[config.mk]
export PLATFORM = sky130hd
export DESIGN_NAME = scan01_ctrl
export DESIGN_NICKNAME = d
export VERILOG_FILES = /design/src/rtl/scan01_ctrl.sv
export SDC_FILE = /design/constraint.sdc
export NUM_CORES = 1
export LEC_CHECK = 0
export CORE_UTILIZATION = 25
export DETAILED_ROUTE_END_ITERATION = 10
export GPL_ROUTABILITY_DRIVEN = 0
export PLACE_DENSITY = 0.53
export SYNTH_ARGS = -nofsm -noshare
export SYNTH_HDL_FRONTEND = slang
export SYNTH_SLANG_ARGS = --single-unit
[constraint.sdc]
create_clock -name clk -period 1.3 [get_ports clk]
set_input_delay 0.26 -clock clk [delete_from_list [all_inputs] [get_ports clk]]
set_output_delay 0.26 -clock clk [all_outputs]
set_load 0.02 [all_outputs]
[src/rtl/scan01_ctrl.sv]
// Word-level sequencer: scans a WIDTH-bit word MSB-first and counts overlapping "01" pairs.
// Optional macro SCAN_CHAIN_EN lets a trailing 0 of one word pair with a leading 1 of the next.
module scan01_ctrl #(
   parameter int WIDTH = 8,
   parameter int CNT_W = 4
) (
   input  logic             clk,
   input  logic             rst,
   input  logic             start,
   input  logic [WIDTH-1:0] din,
   input  logic             abort,
   output logic             ready,
   output logic             sx,
   output logic             done,
   output logic [CNT_W-1:0] count
);

   localparam int BCW = (WIDTH > 2) ? $clog2(WIDTH) : 1;

   typedef enum logic [1:0] {
      IDLE  = 2'd0,
      SHIFT = 2'd1,
      DONE  = 2'd2
   } state_t;

   state_t           state_q, state_d;
   logic [WIDTH-1:0] sr_q, sr_d;
   logic [BCW-1:0]   bit_cnt_q, bit_cnt_d;
   logic [CNT_W-1:0] count_q, count_d;
   logic             last0_q, last0_d;
   logic             b;

   always_ff @(posedge clk or posedge rst) begin
      if (rst) begin
         state_q   <= IDLE;
         sr_q      <= '0;
         bit_cnt_q <= '0;
         count_q   <= '0;
         last0_q   <= 1'b0;
      end else begin
         state_q   <= state_d;
         sr_q      <= sr_d;
         bit_cnt_q <= bit_cnt_d;
         count_q   <= count_d;
         last0_q   <= last0_d;
      end
   end

   assign b = sr_q[WIDTH-1];

   always_comb begin
      state_d   = state_q;
      sr_d      = sr_q;
      bit_cnt_d = bit_cnt_q;
      count_d   = count_q;
      last0_d   = last0_q;
      unique case (state_q)
         IDLE: begin
            if (start) begin
               sr_d      = din;
               bit_cnt_d = BCW'(WIDTH - 1);
               count_d   = '0;
`ifdef SCAN_CHAIN_EN
               last0_d   = last0_q;
`else
               last0_d   = 1'b0;
`endif
               state_d   = SHIFT;
            end
         end
         SHIFT: begin
            // abort outranks the final bit, so a cancelled word never signals done
            if (abort) begin
               sr_d    = '0;
               count_d = '0;
               last0_d = 1'b0;
               state_d = IDLE;
            end else begin
               if (last0_q && b) begin
                  count_d = count_q + CNT_W'(1);
               end
               last0_d   = ~b;
               sr_d      = {sr_q[WIDTH-2:0], 1'b0};
               bit_cnt_d = bit_cnt_q - BCW'(1);
               if (bit_cnt_q == '0) begin
                  state_d = DONE;
               end
            end
         end
         DONE: begin
            state_d = IDLE;
         end
         default: begin
            state_d = IDLE;
         end
      endcase
   end

   assign ready = (state_q == IDLE);
   assign done  = (state_q == DONE);
   assign sx    = b;
   assign count = count_q;

endmodule

* After elaboration in Yosys (flattened, before gate mapping) *
Index checks and enable logic that the tools add are counted.

storage, ports and cells
  register bits = 18
  latch bits = 0
  memory bits (read-only) = 0
  memory bits (writable) = 0
  memories = 0

operators by class
  bitwise logic cells = 1
  shift operators = 0
  reduce and logical (&&, ||, !) cells = 8
  muxes and demuxes = 17
  add/sub/neg operators = 2
  $mul = 0
  equal/unequal tests = 6
  div/mod/pow operators = 0
  magnitude comparators = 0

operator list
  kind                 count
  $mux 8               2
  $pmux 8 s2           1
  $mux 4               3
  $pmux 4 s2           1
  $mux 2               3
  $mux 3               2
  $ne 3x3->1 const B   2
  $pmux 3 s2           1
  $reduce_and 3->1     2
  $add 4x1->4 const B  1
  $ne 2x2->1 const B   2
  $pmux 2 s2           1
  $reduce_and 2->1     2
  $logic_not 3->1      1
  $sub 3x1->3 const B  1
  $eq 2x1->1 const B   1
  $eq 2x2->1 const B   1
  $logic_not 2->1      1
  $mux 1               2
  $pmux 1 s2           1
  $reduce_bool 2->1    1
  $logic_and 1x1->1    1
  $not 1->1            1

* Depth between registers and ports, before layout *
Gate-level depths: netlist (run 1).

  depth in word-level cells = 4
  gate-level depth with buffers = 6
  gate-level depth less buffers = 6

* Least setup slack after synthesis (run 1) *
OpenSTA, ideal clock, no wires.

  path kind = reg-to-reg
  from = reg sr_q[7]
  to = reg count_q[3], in the netlist count[3]
  library setup time = 82 ps
  path buffers = 0
  path slack = 32 ps
  stages on the path, launching flop included = 4
  data arrival time = 1186 ps
  cells stage by stage = dfrtp_1 -> nand2_2 -> or4b_4 -> o22ai_1

between the ends
  longest elaborated chain between the ends = 3

RTL lines
  what                               line  RTL
  from (decl)                        27    logic [WIDTH-1:0] sr_q, sr_d;
  from (signal assigned)             42    sr_q <= sr_d;
  $logic_and 1x1->1                  79    if (last0_q && b) begin
  $ne 3x3->1 (no source line)        -
  $reduce_and 3->1 (no source line)  -
  to (signal assigned)               44    count_q <= count_d;
  to (decl)                          29    logic [CNT_W-1:0] count_q, count_d;

No other way between the ends.
A chain may end at the register's enable or synchronous reset.

* Worst setup path in the final report (run 1) *
  from = reg state_q[0]
  to = reg count_q[3], in the netlist count[3]

between the ends
  longest elaborated chain between the ends = 3

RTL lines
  what                                                       line  RTL
  from (decl)                                                26    state_t state_q, state_d;
  from (signal assigned)                                     41    state_q <= state_d;
  $eq 2x1->1 or $logic_not 2->1 (tied branches)              57    unique case (state_q)
  $ne 3x3->1 (no source line), or another cell as far along  -
  $reduce_and 3->1 (no source line)                          -

Several ways; a longest one is shown, not always the timed one.

==> results of run 1 <==
metal layers:
metal / track usage [%] / vias to the layer above / part of all wire [%]
li1: - / 431 / -
met4: 3.26 / 0 / 0.48
met3: 2.26 / 2 / 3.3
met5: 0 / - / 0
met1: 15.3 / 401 / 49
met2: 17.6 / 14 / 47
power breakdown:
part / leakage, nW / switching (mW) / total (mW) / internal [mW]
combinational: 0.400 / 0.171 / 0.365 / 0.194
clock: 0.0288 / 0.191 / 0.460 / 0.269
sequential: 0.225 / 0.0315 / 0.649 / 0.618
total: 0.654 / 0.393 / 1.47 / 1.08
metrics by stage:
stage                     utilization [%]  hold slack [ns]
final                                38.7            0.327
after global routing                 38.7            0.368
after CTS                            35.5            0.344
after detailed placement             34.1            0.469
after global placement               34.1            0.461
after floorplan                         -            0.199
flip-flops by register name, indices dropped and copies added (netlist names):
name       flops
sr_q           8
bit_cnt_q      3
last0_q        1
count          4
state_q        2
critical path, cell delays in order (launching register included):
cell and delay [ns]:
dfrtp_1 0.42, buf_8 0.16, nor2b_1 0.17, a221oi_1 0.35, o22ai_2 0.11
cell families (layout without fill, tap and decap cells):
| logic type | count (synthesis) | after routing | synth area share (%) |
|---|---|---|---|
| AO/OA/AOI/OAI | 28 | 28 | 18.1 |
| adder cells (fa/ha/maj) | 3 | 3 | 3.77 |
| buffers and inverters | 16 | 51 | 8.29 |
| flip-flops | 18 | 18 | 45.2 |
| multiplexers | 4 | 4 | 4.15 |
| AND/OR/NAND/NOR | 32 | 32 | 20.5 |
layout make-up:
cell class	count	area share [%]
Multi-Input combinational cell	67	35.5
Sequential cell	18	31.2
Timing Repair Buffer	38	23.1
Tap cell	48	4.15
Clock buffer	4	3.80
Inverter	9	2.33
cell usage in the layout, fill, tap and decap left out, types with 4 or more instances in the layout:
master and instances:
a21oi_1 6, inv_1 7, nand2_1 11, dfrtp_1 17, nor4bb_1 5, dlygate4sd2_1 5, clkdlybuf4s50_1 10, nor2_1 4
o21ai_1 5, buf_4 18, clkbuf_8 4
final timing paths:
path,end,slack (ns)
max in group asynchronous,state_q[1],0.77
worst min register to register,sr_q[1],0.48
worst min-delay path,count[1],0.33
worst max register to register,count[3],-0.04
worst max-delay path,count[3],-0.04
min in group clk,count[0],0.44
what timing repair did:
item                       in CTS  in global routing
setup endpoints to repair      18                 17
pin swaps                       0                  5
setup buffers                   0                  7
cloned                          0                  1
resized for setup              13                 23
==> run metrics, run 1 <==
top cells by area in the synthesized netlist=dfrtp_1 (45%), nor4bb_1 (6.0%), nand2_1 (4.1%); Chip Height=65.1 um; Final Max Tran Viols=0; RSZ-0062 raised after global routing=true; total power=1.47 mW; PortBufs=18; Design Area, Final=0.00145 sq mm; top cells by count, synth=dfrtp_1 (18), nand2_1 (11), inv_1 (9); violated checks=setup timing; router iterations before antenna repair=4; Worst EP required=1.43 ns; ys flop type=dfrtp_1; CTS Buf Count=3; worst endpoint data arrival time=1.47 ns; Least-Margin Pin Slew=0.333 ns; placed cell area=0.00128 sq mm; Initial Util=26.6%; Final min period=1.34 ns; clk_skew=0.00208 ns; area share of the largest cell type after synthesis=45.2%; #FFs+latches synth=18; Yosys warning count=0; Sink Count=18; min-delay worst type=primary input to asynchronous set/reset pin; fin crit share=103%; Post-Syn Instances=101; path depth of the worst reg2reg path=4; Ant. Diodes=0; grt ovf=0; Leak=0.654 nW; antenna violations before repair=0; Post-synth EDFFs=0; DRT iter0 DRCs=15; async set-reset flop share out of synthesis=100%; Final #Nets=152; Yosys top cell by area=dfrtp_1; via/cell ratio=4.61; setup tns final=-0.0698 ns; Final ANT Viol Nets=0; r2r startpoint=state_q[0]; dpl cells=172; CTS tree=built; core area=0.00374 sq mm; Avg Cell Area, Syn=9.86 sq um; Crit Path Max Fanout=14; # rows=22; H-tree depth=1; syn nets=116; register area=452 sq um; CTS clk-pin slew, worst paths=0.07 ns; Placement Setup Slack=-0.267 ns; DRC violations left=0; Slew headroom=77.8%; most frequent cell after synthesis=dfrtp_1; Layout area overhead=45.5%; chip width=65.1 um; Multi-input gate area=514 sq um; GR Util All Layers=11.1%; crit path from=state_q[0]; Final Hold Fails=0; Pwr Density=1020 mW/mm^2; WS Path Type=flip-flop to flip-flop; Vias=848; FMAX=748 MHz; Longest Clk Path Bufs=2; Worst setup SP type=flip-flop; Max-cap violations=0; HPWL Detailed=1570 um; largest net degree at the start of global routing=19; WL final=2310 um; final setup margin=-0.0368 ns; VDD IR-drop max=417 uV; CP endpoint kind=flip-flop; share of layout cells above drive strength 1=33.1%; outcome=finished, violations left; final cell count without fillers=184; IO Pins=19; Filler Cell Count=397; Unique masters post-synth=31; vias in the first global route=805; WL/cell=12.6 um; die area=0.00424 sq mm; Worst-Skew Late Latency=0.25 ns; register area share after synthesis=45.2%; CTS Root Cell=clkbuf_8; global-route wire length before repair=3670 um; final setup vio count=3; cts hold-fix bufs=0; synthesized area=996 sq um
No activity file was read; power rests on OpenSTA's default activity.
==> run 2, diff against run 1 <==
Settings changed: SKIP_CTS_REPAIR_TIMING set to 1.
==> run 2 against run 1 <==
Net effect: the run still ends with setup timing left; die area is the same; via count is 3.9% higher; final area rose by 3.9%; global-route usage about the same; clock-buffer cell count stayed put; sequential share of layout area decreased by 1.1 points; combinational power rose by 6.6%; critical endpoint is now count[0].
==> run metrics, run 2 (same netlist as run 1, synthesis figures left out) <==
VDD IR-drop max=366 uV (-12%); clk_skew=0.00165 ns (-0.000428 ns); Placement Setup Slack=-0.267 ns (unchanged); WL/cell=13.0 um (+3.5%); Sink Count=18 (unchanged); core area=0.00374 sq mm (unchanged); r2r startpoint=state_q[1]; max reg flops=8 (unchanged); outcome=finished, violations left; Final ANT Viol Nets=0 (unchanged); final setup margin=-0.0354 ns (+0.00144 ns); GRT met1 Usage=15.4% (+0.11 points); crit path from=state_q[1]; switching power=0.402 mW (+2.1%); via/cell ratio=4.79 (+3.9%); final core occ=40.2% (+1.5 points); largest net degree at the start of global routing=19 (unchanged); DRC violations left=0 (unchanged); Clk network pwr share=30.6% (-0.6 points); Final Max Tran Viols=0 (unchanged); grt ovf=0 (unchanged); Chip Height=65.1 um (unchanged); Final Hold Fails=0 (unchanged); path depth of the worst reg2reg path=3 (-1); antenna violations before repair=0 (unchanged); Filler Cell Count=393 (-1.0%); Crit Path Max Fanout=6 (-8); register bank with the most flops=sr_q; Pwr Density=998 mW/mm^2 (-1.9%); Multi-input gate area=536 sq um (+4.1%); Most Crowded Layer GR=met2; Worst EP required=1.48 ns (+0.05 ns); register area=453 sq um (+0.28%); Worst-Skew Late Latency=0.25 ns (about the same); PortBufs=18 (unchanged); Vias=881 (+3.9%); # rows=22 (unchanged); most frequent cells in the layout=dfrtp_1 (16), buf_4 (16), nand2_1 (11); CTS clk-pin slew, worst paths=0.07 ns (about the same); Initial Util=26.6% (unchanged); GRT met3 Usage=2.26% (unchanged); placed cell area=0.00128 sq mm (unchanged); chip width=65.1 um (unchanged); Leak=0.736 nW (+13%); CTS Root Cell=clkbuf_8; Comb power frac=25.9% (+1.2 points); FMAX=749 MHz (+0.11%); share of layout cells above drive strength 1=33.8% (+0.74 points); die area=0.00424 sq mm (unchanged); Sw Ratio=26.7% (+0.051 points); HPWL Detailed=1570 um (unchanged); RSZ-0062 raised after global routing=true; Ant. Diodes=0 (unchanged); GR Util All Layers=11.2% (+0.037 points); Layout area overhead=51.1%; Worst setup SP type=flip-flop; Final #Nets=152 (unchanged); Final min period=1.34 ns (-0.00144 ns); WL final=2390 um (+3.5%); vias in the first global route=805 (unchanged); Least-Margin Pin Slew=0.340 ns (+0.00771 ns); router iterations before antenna repair=4 (unchanged); WS Path Type=flip-flop to flip-flop; worst endpoint data arrival time=1.52 ns (+0.05 ns); Design Area, Final=0.00151 sq mm (+3.9%); global-route wire length before repair=3680 um (+0.38%); fin crit share=103% (-0.11 points); total power=1.50 mW (+1.9%); DRT iter0 DRCs=15 (unchanged); Max-cap violations=0 (unchanged); violated checks=setup timing; CTS tree=built; CP endpoint kind=flip-flop; min-delay worst type=primary input to asynchronous set/reset pin; power share of the sequential group=43.5% (-0.5 points); Longest Clk Path Bufs=2 (unchanged); final setup vio count=3 (unchanged); Slew headroom=77.3% (-0.56 points); IO Pins=19 (unchanged); Pint=1.10 mW (+1.9%); GR Util met2=17.6% (unchanged); H-tree depth=1 (unchanged); CTS Buf Count=3 (unchanged)
## run 2: stage by stage
stage               std cells  TNS (ns)  hold WS [ns]
CTS                       176     -2.23         0.344
detailed placement        172     -3.08         0.469
global placement          172     -2.74         0.461
finish                    184   -0.0512         0.325
global route              184    -0.179         0.367
floorplan                 101         0         0.199
## run 2: power groups by stage
stage,clock network (mW),logic (mW),registers [mW]
after floorplan,0,0.198,0.660
after global placement,0,0.312,0.657
after detailed placement,0,0.319,0.658
after CTS,0.480,0.321,0.647
after global routing,0.503,0.429,0.663
final,0.460,0.389,0.654
## run 2: area by class of cell
class	count	area share, %
clock buffer	4	3.66
inverter	9	2.24
multi-input combinational	67	35.6
sequential	18	30.1
tap	48	3.99
timing repair buffer	38	24.4
## run 2: worst paths after layout
check | slack (ns) | end
max | -0.04 | count[0]
min | 0.33 | count[1]
max reg2reg | -0.04 | count[0]
min reg2reg | 0.48 | sr_q[1]
max in group asynchronous | 0.77 | state_q[0]
min in group clk | 0.43 | count[3]
## run 2: worst max-delay path, cell delays in order, from the launching register on
cell	delay, ns
dfrtp_2	0.45
buf_6	0.15
or4b_4	0.52
mux2i_1	0.14
## run 2: layer usage
| metal | vias to the layer above | routed length (um) |
|---|---|---|
| met5 | - | 0 |
| met4 | 0 | 23 |
| met3 | 4 | 86 |
| met2 | 17 | 1130 |
| met1 | 426 | 1160 |
| li1 | 434 | - |
